## src/rtl/rc4_phase_sequencer.sv

```systemverilog
// Top-level RC4 phase controller: sequences init -> KSA -> PRGA engines,
// owns the shared S-RAM port and guards each phase with a saturating watchdog.
module rc4_phase_sequencer #(
   parameter int TIMEOUT = 4096,
   parameter int CNT_W   = 13
) (
   input  logic       clk,
   input  logic       rst_n,
   input  logic       start,
   input  logic       clear_err,
   output logic       init_start,
   output logic       ksa_start,
   output logic       prga_start,
   input  logic       init_done,
   input  logic       ksa_done,
   input  logic       prga_done,
   input  logic [7:0] init_addr,
   input  logic [7:0] ksa_addr,
   input  logic [7:0] prga_addr,
   input  logic [7:0] init_data,
   input  logic [7:0] ksa_data,
   input  logic [7:0] prga_data,
   input  logic       init_wren,
   input  logic       ksa_wren,
   input  logic       prga_wren,
   output logic [7:0] s_address,
   output logic [7:0] s_data,
   output logic       s_wren,
   output logic       busy,
   output logic       done,
   output logic       error,
   output logic [1:0] phase
);

   localparam logic [3:0] S_IDLE       = 4'd0;
   localparam logic [3:0] S_INIT_START = 4'd1;
   localparam logic [3:0] S_INIT_RUN   = 4'd2;
   localparam logic [3:0] S_KSA_START  = 4'd3;
   localparam logic [3:0] S_KSA_RUN    = 4'd4;
   localparam logic [3:0] S_PRGA_START = 4'd5;
   localparam logic [3:0] S_PRGA_RUN   = 4'd6;
   localparam logic [3:0] S_DONE       = 4'd7;
   localparam logic [3:0] S_ERROR      = 4'd8;

   logic [3:0]       r_state;
   logic [3:0]       w_next;
   logic [CNT_W-1:0] r_wdog;
   logic [1:0]       r_phase;
   logic             r_init_start;
   logic             r_ksa_start;
   logic             r_prga_start;
   logic             w_timeout;
   logic             w_in_start;
   logic             w_in_run;

   assign w_timeout  = (r_wdog >= CNT_W'(TIMEOUT));
   assign w_in_start = (r_state == S_INIT_START) || (r_state == S_KSA_START) ||
                       (r_state == S_PRGA_START);
   assign w_in_run   = (r_state == S_INIT_RUN) || (r_state == S_KSA_RUN) ||
                       (r_state == S_PRGA_RUN);

   // A done pulse is checked before the watchdog, so a completion on the
   // timeout cycle still advances the sequence.
   always_comb begin
      // NOTE: default first so every path assigns w_next and no latch is inferred.
      w_next = r_state;
      case (r_state)
         S_IDLE:       if (start) w_next = S_INIT_START;
         S_INIT_START: w_next = S_INIT_RUN;
         S_INIT_RUN:   if (init_done) w_next = S_KSA_START;
                       else if (w_timeout) w_next = S_ERROR;
         S_KSA_START:  w_next = S_KSA_RUN;
         S_KSA_RUN:    if (ksa_done) w_next = S_PRGA_START;
                       else if (w_timeout) w_next = S_ERROR;
         S_PRGA_START: w_next = S_PRGA_RUN;
         S_PRGA_RUN:   if (prga_done) w_next = S_DONE;
                       else if (w_timeout) w_next = S_ERROR;
         S_DONE:       if (start) w_next = S_INIT_START;
         S_ERROR:      if (clear_err) w_next = S_IDLE;
         default:      w_next = S_IDLE;
      endcase
   end

   always_ff @(posedge clk or negedge rst_n) begin
      if (!rst_n) begin
         r_state      <= S_IDLE;
         r_wdog       <= '0;
         r_phase      <= 2'd0;
         r_init_start <= 1'b0;
         r_ksa_start  <= 1'b0;
         r_prga_start <= 1'b0;
      end else begin
         // NOTE: non-blocking so every register samples the pre-edge values.
         r_state      <= w_next;
         r_init_start <= (w_next == S_INIT_START);
         r_ksa_start  <= (w_next == S_KSA_START);
         r_prga_start <= (w_next == S_PRGA_START);
         if (w_in_start)
            r_wdog <= '0;
         else if (w_in_run && (r_wdog != {CNT_W{1'b1}}))
            r_wdog <= r_wdog + CNT_W'(1);
         case (w_next)
            S_IDLE:       r_phase <= 2'd0;
            S_INIT_START: r_phase <= 2'd1;
            S_KSA_START:  r_phase <= 2'd2;
            S_PRGA_START: r_phase <= 2'd3;
            default:      ;
         endcase
      end
   end

   // Write enable is only passed in RUN; decoding from r_state makes it drop
   // the instant reset is asserted.
   always_comb begin
      s_address = 8'd0;
      s_data    = 8'd0;
      s_wren    = 1'b0;
      case (r_state)
         S_INIT_START, S_INIT_RUN: begin
            s_address = init_addr;
            s_data    = init_data;
            s_wren    = (r_state == S_INIT_RUN) && init_wren;
         end
         S_KSA_START, S_KSA_RUN: begin
            s_address = ksa_addr;
            s_data    = ksa_data;
            s_wren    = (r_state == S_KSA_RUN) && ksa_wren;
         end
         S_PRGA_START, S_PRGA_RUN: begin
            s_address = prga_addr;
            s_data    = prga_data;
            s_wren    = (r_state == S_PRGA_RUN) && prga_wren;
         end
         default: ;
      endcase
   end

   assign init_start = r_init_start;
   assign ksa_start  = r_ksa_start;
   assign prga_start = r_prga_start;
   assign busy       = w_in_start || w_in_run;
   assign done       = (r_state == S_DONE);
   assign error      = (r_state == S_ERROR);
   assign phase      = r_phase;

endmodule

```

## config.mk

```make
export PLATFORM = sky130hd
export DESIGN_NAME = rc4_phase_sequencer
export DESIGN_NICKNAME = d
export VERILOG_FILES = /design/src/rtl/rc4_phase_sequencer.sv
export SDC_FILE = /design/constraint.sdc
export NUM_CORES = 1
export LEC_CHECK = 0
export ABC_AREA = 1
export CAP_MARGIN = 20
export CORE_UTILIZATION = 42
export CTS_BUF_LIST = sky130_fd_sc_hd__clkbuf_16
export DETAILED_ROUTE_END_ITERATION = 7
export GPL_TIMING_DRIVEN = 0
export PLACE_DENSITY = 0.92
export SLEW_MARGIN = 15
export SYNTH_ARGS = -nofsm -noshare
export SYNTH_HDL_FRONTEND = slang
export SYNTH_SLANG_ARGS = --single-unit
```

## constraint.sdc

```tcl
create_clock -name clk -period 2.4 [get_ports clk]
set_clock_uncertainty 0.1 [all_clocks]
set_input_delay 0.36 -clock clk [delete_from_list [all_inputs] [get_ports clk]]
set_output_delay 0.36 -clock clk [all_outputs]
set_load 0.01 [all_outputs]
```

==> results of run 1 <==
worst max-delay path, cell delays in order (launching register included):
cell and delay [ns]:
sky130_fd_sc_hd__dfrtp_2 0.46, sky130_fd_sc_hd__inv_4 0.12, sky130_fd_sc_hd__nand2_2 0.08, sky130_fd_sc_hd__nor2_4 0.09, sky130_fd_sc_hd__buf_4 0.15, sky130_fd_sc_hd__nand2_1 0.06, sky130_fd_sc_hd__nand3_1 0.08, sky130_fd_sc_hd__clkdlybuf4s50_1 0.53
layer usage:
metal,global-route usage,vias up,part of all wire,wire (µm)
met5,0,-,0,0
met4,0.125,0,0.027,150
met3,0.0439,15,0.098,544
met2,0.472,111,0.50,2770
met1,0.265,964,0.38,2110
li1,-,1068,-,-
through the flow:
step                cell area [µm²]  hold slack (ns)
finish                         2900            0.356
global route                   2900            0.406
CTS                            2860            0.384
detailed placement             2700            0.372
global placement               2700            0.362
floorplan                      1820          -0.0356
layout by cell type (no fill, tap or decap), types with 3 or more instances in the layout:
master                              n
sky130_fd_sc_hd__nand4_1            6
sky130_fd_sc_hd__nor2_2             4
sky130_fd_sc_hd__dfrtp_1           20
sky130_fd_sc_hd__buf_6              3
sky130_fd_sc_hd__dlygate4sd2_1     17
sky130_fd_sc_hd__nand2_1          117
sky130_fd_sc_hd__inv_1             25
sky130_fd_sc_hd__xor2_1             3
sky130_fd_sc_hd__clkbuf_16          3
sky130_fd_sc_hd__inv_2             10
sky130_fd_sc_hd__a22oi_1            5
sky130_fd_sc_hd__buf_4             12
sky130_fd_sc_hd__nand3_1           22
sky130_fd_sc_hd__nand4_2            4
sky130_fd_sc_hd__nor2_1            16
sky130_fd_sc_hd__nand2_2            5
sky130_fd_sc_hd__nor3_1             5
sky130_fd_sc_hd__clkdlybuf4s50_1   65
sky130_fd_sc_hd__nor2_4             7
flip-flops by register name, indices dropped and copies added, names as in the netlist:
name        count
prga_start      1
r_state         4
phase           2
r_wdog         13
init_start      1
ksa_start       1
final cells by class:
cell class | instances | area, µm²
clock inverter | 1 | 3.75
multi-input combinational | 213 | 1110
inverter | 37 | 141
clock buffer | 3 | 75.1
fill | 314 | 1190
buffer | 5 | 56.3
tap | 50 | 62.6
sequential | 22 | 553
timing repair buffer | 94 | 897
worst min path at each step:
stage / slack, ns / cells past startpoint / start / to
2_1_floorplan: -0.04 / 0 / rst_n / init_start$_DFF_PN0_
4_1_cts: 0.38 / 2 / phase[0]$_DFFE_PN0P_ / phase[0]$_DFFE_PN0P_
6_report: 0.36 / 1 / rst_n / r_wdog[0]$_DFFE_PN0P_
3_5_place_dp: 0.37 / 2 / phase[0]$_DFFE_PN0P_ / phase[0]$_DFFE_PN0P_
3_3_place_gp: 0.36 / 2 / r_wdog[11]$_DFFE_PN0P_ / r_wdog[11]$_DFFE_PN0P_
5_1_grt: 0.41 / 1 / rst_n / r_wdog[6]$_DFFE_PN0P_
repair_timing:
action / CTS / global route
setup endpoints to repair: 17 / 7
pin swaps: 3 / 1
setup buffers: 10 / 1
gates resized for setup: 27 / 5
where the power goes:
| part | switching (mW) | leakage (nW) | internal (mW) | total (mW) |
|---|---|---|---|---|
| logic | 1.24 | 1.09 | 0.987 | 2.22 |
| registers | 0.0883 | 0.292 | 0.456 | 0.544 |
| clock network | 0.132 | 0.0385 | 0.222 | 0.354 |
| total | 1.46 | 1.42 | 1.67 | 3.12 |
cell families (layout without fill, tap and decap cells):
group                      Yosys count  in the layout  share of synthesized area
xor gates and xnor gates             4              4                     0.0193
and+or+nand+nor                    194            194                      0.512
buffers and inverters               42            140                      0.102
adders and majority gates            1              1                    0.00689
AOI/OAI and AO/OA                   14             14                     0.0572
DFF                                 22             22                      0.303
==> impl_metrics.toml, run 1 <==
[clocking]
htreeDepth = 1
clk-insertion-delay-late_ns = 0.26
cts.hold.buffers_added = 0
max-clock-path-buffers = 2
tritoncts = "yes"
clk_pin_slew_ns = 0.06
cts-buffers-inserted = 3
cts-root-buf = "sky130_fd_sc_hd__clkbuf_16"
clock_sink_count = 22

[routing]
vias = 2158
route.detailed.drc = 0
post_drt_via_cell_ratio = 5.08
ant_nets = 0
totalWireLength_um = 5570
routedWlPerCell_um = 13.1
iteration_0_drc_markers = 98
dr.pass1.iters = 5

[synth]
synth_top_area_cell = "sky130_fd_sc_hd__dfrtp_1"
synthMostInstantiatedCell = "sky130_fd_sc_hd__nand2_1"
synthesis.instances = 277
ys_seq_elements = 22
asyncSetResetFlopFracSynth = 1.00
synth_enable_flop_cells = 0
synth.yosys.seq_area_share = 0.303
ys.flop_type = "sky130_fd_sc_hd__dfrtp_1"
syn_area_mm2 = 0.00182
yosys.area.top_type_share = 0.303
synth_area_per_cell_um2 = 6.56
yosysWarnings = 0
synth_commonest_cells = "117 x sky130_fd_sc_hd__nand2_1, 27 x sky130_fd_sc_hd__inv_1, 22 x sky130_fd_sc_hd__dfrtp_1, 22 x sky130_fd_sc_hd__nand3_1, 19 x sky130_fd_sc_hd__nor2_1"
netlist_top_cells_area = "sky130_fd_sc_hd__dfrtp_1 30%, sky130_fd_sc_hd__nand2_1 24%, sky130_fd_sc_hd__nand3_1 6.1%"
synth_fp_nets = 336
number_of_different_library_cells_in_the_post_synthesis_netlist = 34

[sta]
setup_slack_ns = 0.105
rsz0062_at_grt = "no"
layout_worst_path_cycle_share = 0.956
setup_violations = 0
timing.max_slew.rel_slack = 0.637
achievable-frequency_mhz = 436
final.min_clock_period_ns = 2.30
slew_violations = 0
timing_hold_violations_final = 0
tightestPinTransition_ns = 0.543
totalNegativeSetupSlack_ns = 0

[setup_path]
worstSetupPathType = "flip-flop to output pin"
arrival_time_at_the_worst_endpoint_ns = 1.84
r2r-start = "r_wdog[0]$_DFFE_PN0P_"
critPathCapture = "s_wren"
cp-start-kind = "flip-flop"
worst_r2r_path_cells = 9
timing.reg2reg.setup_slack_ns = 0.41
timing.critical_path.required_ns = 1.94
sort_of_element_at_the_end_of_the_critical_path = "output pin"
startpoint_of_the_most_critical_setup_path = "r_state[3]$_DFF_PN0_"
highest_fanout_seen_on_the_critical_path = 6
worst_r2r_endpoint = "r_wdog[7]$_DFFE_PN0P_"

[finish]
antenna_cells_inserted = 0
stdcell_count = 425
num-nets-final = 435
fin_util = 0.709
post_route_cells_drive_above_1_share = 0.168
area_delta_synth_final_pct = 59.5

[power]
leakage_nw = 1.42
power.density_mw_per_mm2 = 1080
ir_worst_vdd_mv = 0.689
report.power.total_mw = 3.12

[placed_design]
place.detailed.instances = 409
dp_slack_ns = -0.0823
dp_hpwl_um = 4200
routabilityCongestion = 0.907
place.port_buffers = 82

[floorplanning]
top_level_ports = 83
fp.coreArea_mm2 = 0.00409
design.die.area_mm2 = 0.00459
dieHeight_um = 67.8
row_count = 23
initial_core_utilization = 0.445
die_x_um = 67.8

[status]
outcome = "finished clean"

[grt]
antenna_found_initial = 0
grt_max_degree = 23
globalRouteTotalUtil = 0.251
overflow = 0
grt_pass1_vias = 2065
grt_pass1_wl_um = 8760

[min_path]
hp-class = "input pin to asynchronous set/reset pin"

[run]
max_cap_violations = 0
No activity file was read; power rests on OpenSTA's default activity.
==> run 2: changes to the inputs <==
CORE_UTILIZATION = 45   (was 42)
PLACE_DENSITY = 0.95   (was 0.92)
clock period = 2.7 ns   (was 2.4 ns; I/O delays follow)
==> run 2 against run 1 <==
Cell count shrank 2.8%. Sequential share of layout area is 0.56 points higher. Sequential power decreased by 10%. Setup slack lost 0.016 ns. Critical endpoint is now s_data[0]. Via count fell by 2.5%. Register-to-register slack improved by 0.28 ns. Non-clock buffer count is 10 lower. Final area shrank 2.8%. Global-route usage hardly changed. Total power decreased by 13%. First-iteration DRC count fell by 15%.
==> impl_metrics.toml, run 2 (synthesis gave the netlist of run 1 again) <==
[status]
outcome = "finished clean"

[routing]
vias = 2104
post_drt_via_cell_ratio = 5.09
route.detailed.drc = 0
iteration_0_drc_markers = 83
ant_nets = 0
dr.pass1.iters = 6
totalWireLength_um = 5330
routedWlPerCell_um = 12.9

[sta]
setup_slack_ns = 0.0891
layout_worst_path_cycle_share = 0.967
totalNegativeSetupSlack_ns = 0
tightestPinTransition_ns = 0.388
timing_hold_violations_final = 0
final.min_clock_period_ns = 2.61
achievable-frequency_mhz = 383
timing.max_slew.rel_slack = 0.739
slew_violations = 0
rsz0062_at_grt = "yes"
setup_violations = 0

[power]
swShare = 0.452
report.power.total_mw = 2.72
comb_power_share = 0.706
intPower_mw = 1.49
leakage_nw = 1.35
power.density_mw_per_mm2 = 965
netSwitchingPower_mw = 1.23
ir_worst_vdd_mv = 0.663
sequentialPowerShare = 0.180
p_clk_frac = 0.114

[setup_path]
sort_of_element_at_the_end_of_the_critical_path = "output pin"
worst-path-stages = 9
worst_r2r_endpoint = "r_wdog[0]$_DFFE_PN0P_"
cp.buffers_inverters = 4
startpoint_of_the_most_critical_setup_path = "r_state[2]$_DFF_PN0_"
crit_chain = "inv_1, nor2_4, nand2_1, inv_2, nor2_1, inv_2, a22oi_1, nand2_1, clkdlybuf4s50_1"
timing.critical_path.slowest_cell_delay_ns = 0.55
timing.reg2reg.setup_slack_ns = 0.69
worst_r2r_path_cells = 9
highest_fanout_seen_on_the_critical_path = 15
worstSetupPathType = "flip-flop to output pin"
crit_path_top_delay_cell = "sky130_fd_sc_hd__clkdlybuf4s50_1"
arrival_time_at_the_worst_endpoint_ns = 2.11
critical-path-top-delay-family = "buffers and inverters"
r2r-start = "r_wdog[0]$_DFFE_PN0P_"
cp-start-kind = "flip-flop"
critPathCapture = "s_data[0]"
timing.critical_path.required_ns = 2.19

[clocking]
cts.hold.buffers_added = 0
clk_pin_slew_ns = 0.06
clk-insertion-delay-late_ns = 0.25
cts-root-buf = "sky130_fd_sc_hd__clkbuf_16"
tritoncts = "yes"
max-clock-path-buffers = 2
clock_sink_count = 22
htreeDepth = 1
cts-buffers-inserted = 3

[floorplanning]
dieHeight_um = 65.5
die_x_um = 65.5
row_count = 22
initial_core_utilization = 0.482
fp.coreArea_mm2 = 0.00377
top_level_ports = 83
design.die.area_mm2 = 0.00430

[finish]
top_register = "r_wdog"
fin_util = 0.747
final_cell_mix = "117 x sky130_fd_sc_hd__nand2_1, 79 x sky130_fd_sc_hd__clkdlybuf4s50_1, 26 x sky130_fd_sc_hd__inv_1"
commonest_non_fill_non_tap_cell_in_the_layout = "sky130_fd_sc_hd__nand2_1"
num-nets-final = 425
number_of_flip_flops_in_the_largest_register = 13
final_area_mm2 = 0.00282
post_route_cells_drive_above_1_share = 0.137
area_delta_synth_final_pct = 55.0
antenna_cells_inserted = 0

[placed_design]
placedInstanceArea_mm2 = 0.00270
place.port_buffers = 82
dp_hpwl_um = 4080
dp_slack_ns = 0.222
routabilityCongestion = 0.873

[min_path]
hp-class = "input pin to asynchronous set/reset pin"

[grt]
overflow = 0
grt_pass1_wl_um = 8420
antenna_found_initial = 0
grt_max_degree = 23
grt_pass1_vias = 1953
globalRouteTotalUtil = 0.251

[run]
max_cap_violations = 0
==> run 2: changes by cell type in the layout (fill, tap and decap cells not counted) <==
cell | previous run | this run
sky130_fd_sc_hd__nor2_1 | 16 | 17
sky130_fd_sc_hd__dlygate4sd2_1 | 17 | 0
sky130_fd_sc_hd__dlymetal6s2s_1 | 0 | 3
sky130_fd_sc_hd__inv_1 | 25 | 26
sky130_fd_sc_hd__a22oi_1 | 5 | 6
sky130_fd_sc_hd__buf_4 | 12 | 3
sky130_fd_sc_hd__buf_6 | 3 | 2
sky130_fd_sc_hd__clkbuf_4 | 0 | 1
sky130_fd_sc_hd__nor2_4 | 7 | 4
sky130_fd_sc_hd__nor2_2 | 4 | 6
sky130_fd_sc_hd__buf_8 | 2 | 1
sky130_fd_sc_hd__a22oi_2 | 1 | 0
sky130_fd_sc_hd__clkdlybuf4s50_1 | 65 | 79
sky130_fd_sc_hd__inv_2 | 10 | 9
==> run 2: metal layers <==
metal | share of wire | track usage | vias up
li1 | - | - | 1046
met1 | 0.39 | 0.275 | 939
met2 | 0.49 | 0.454 | 101
met3 | 0.091 | 0.0608 | 18
met4 | 0.022 | 0.109 | 0
met5 | 0 | 0 | -
==> run 2: layout make-up <==
class,count,area (µm²)
Buffer,4,41.3
Clock buffer,3,75.1
Clock inverter,1,3.75
Fill cell,272,956
Inverter,37,141
Multi-Input combinational cell,213,1090
Sequential cell,22,553
Tap cell,48,60.1
Timing Repair Buffer,85,855
==> run 2: repair_timing <==
| item | in CTS | in global routing |
|---|---|---|
| gates resized for setup | 2 | 7 |
| buffers inserted | 0 | 2 |
| endpoints found under the hold margin | 0 | 0 |
| pin swaps | 1 | 1 |
| setup endpoints to repair | 10 | 16 |
==> run 2: power by group through the flow <==
| stage | clock, mW | combinational [mW] | sequential, mW |
|---|---|---|---|
| after global routing | 0.326 | 2.08 | 0.497 |
| after floorplan | 0 | 1.13 | 0.488 |
| after CTS | 0.319 | 1.90 | 0.483 |
| final | 0.311 | 1.92 | 0.489 |
| after detailed placement | 0 | 1.90 | 0.486 |
| after global placement | 0 | 1.87 | 0.483 |
==> run 2: worst min path at each step <==
stage | end | from | slack [ns]
global placement | phase[0]$_DFFE_PN0P_ | phase[0]$_DFFE_PN0P_ | 0.36
detailed placement | phase[1]$_DFFE_PN0P_ | phase[1]$_DFFE_PN0P_ | 0.36
CTS | phase[1]$_DFFE_PN0P_ | phase[1]$_DFFE_PN0P_ | 0.38
floorplan | init_start$_DFF_PN0_ | rst_n | 0.009
finish | r_wdog[2]$_DFFE_PN0P_ | rst_n | 0.29
global route | r_wdog[2]$_DFFE_PN0P_ | rst_n | 0.32
==> run 2: through the flow <==
stage               cells  hold WS (ns)
floorplan             277       0.00941
global placement      407         0.359
detailed placement    407         0.363
CTS                   410         0.379
global route          413         0.317
finish                413         0.294
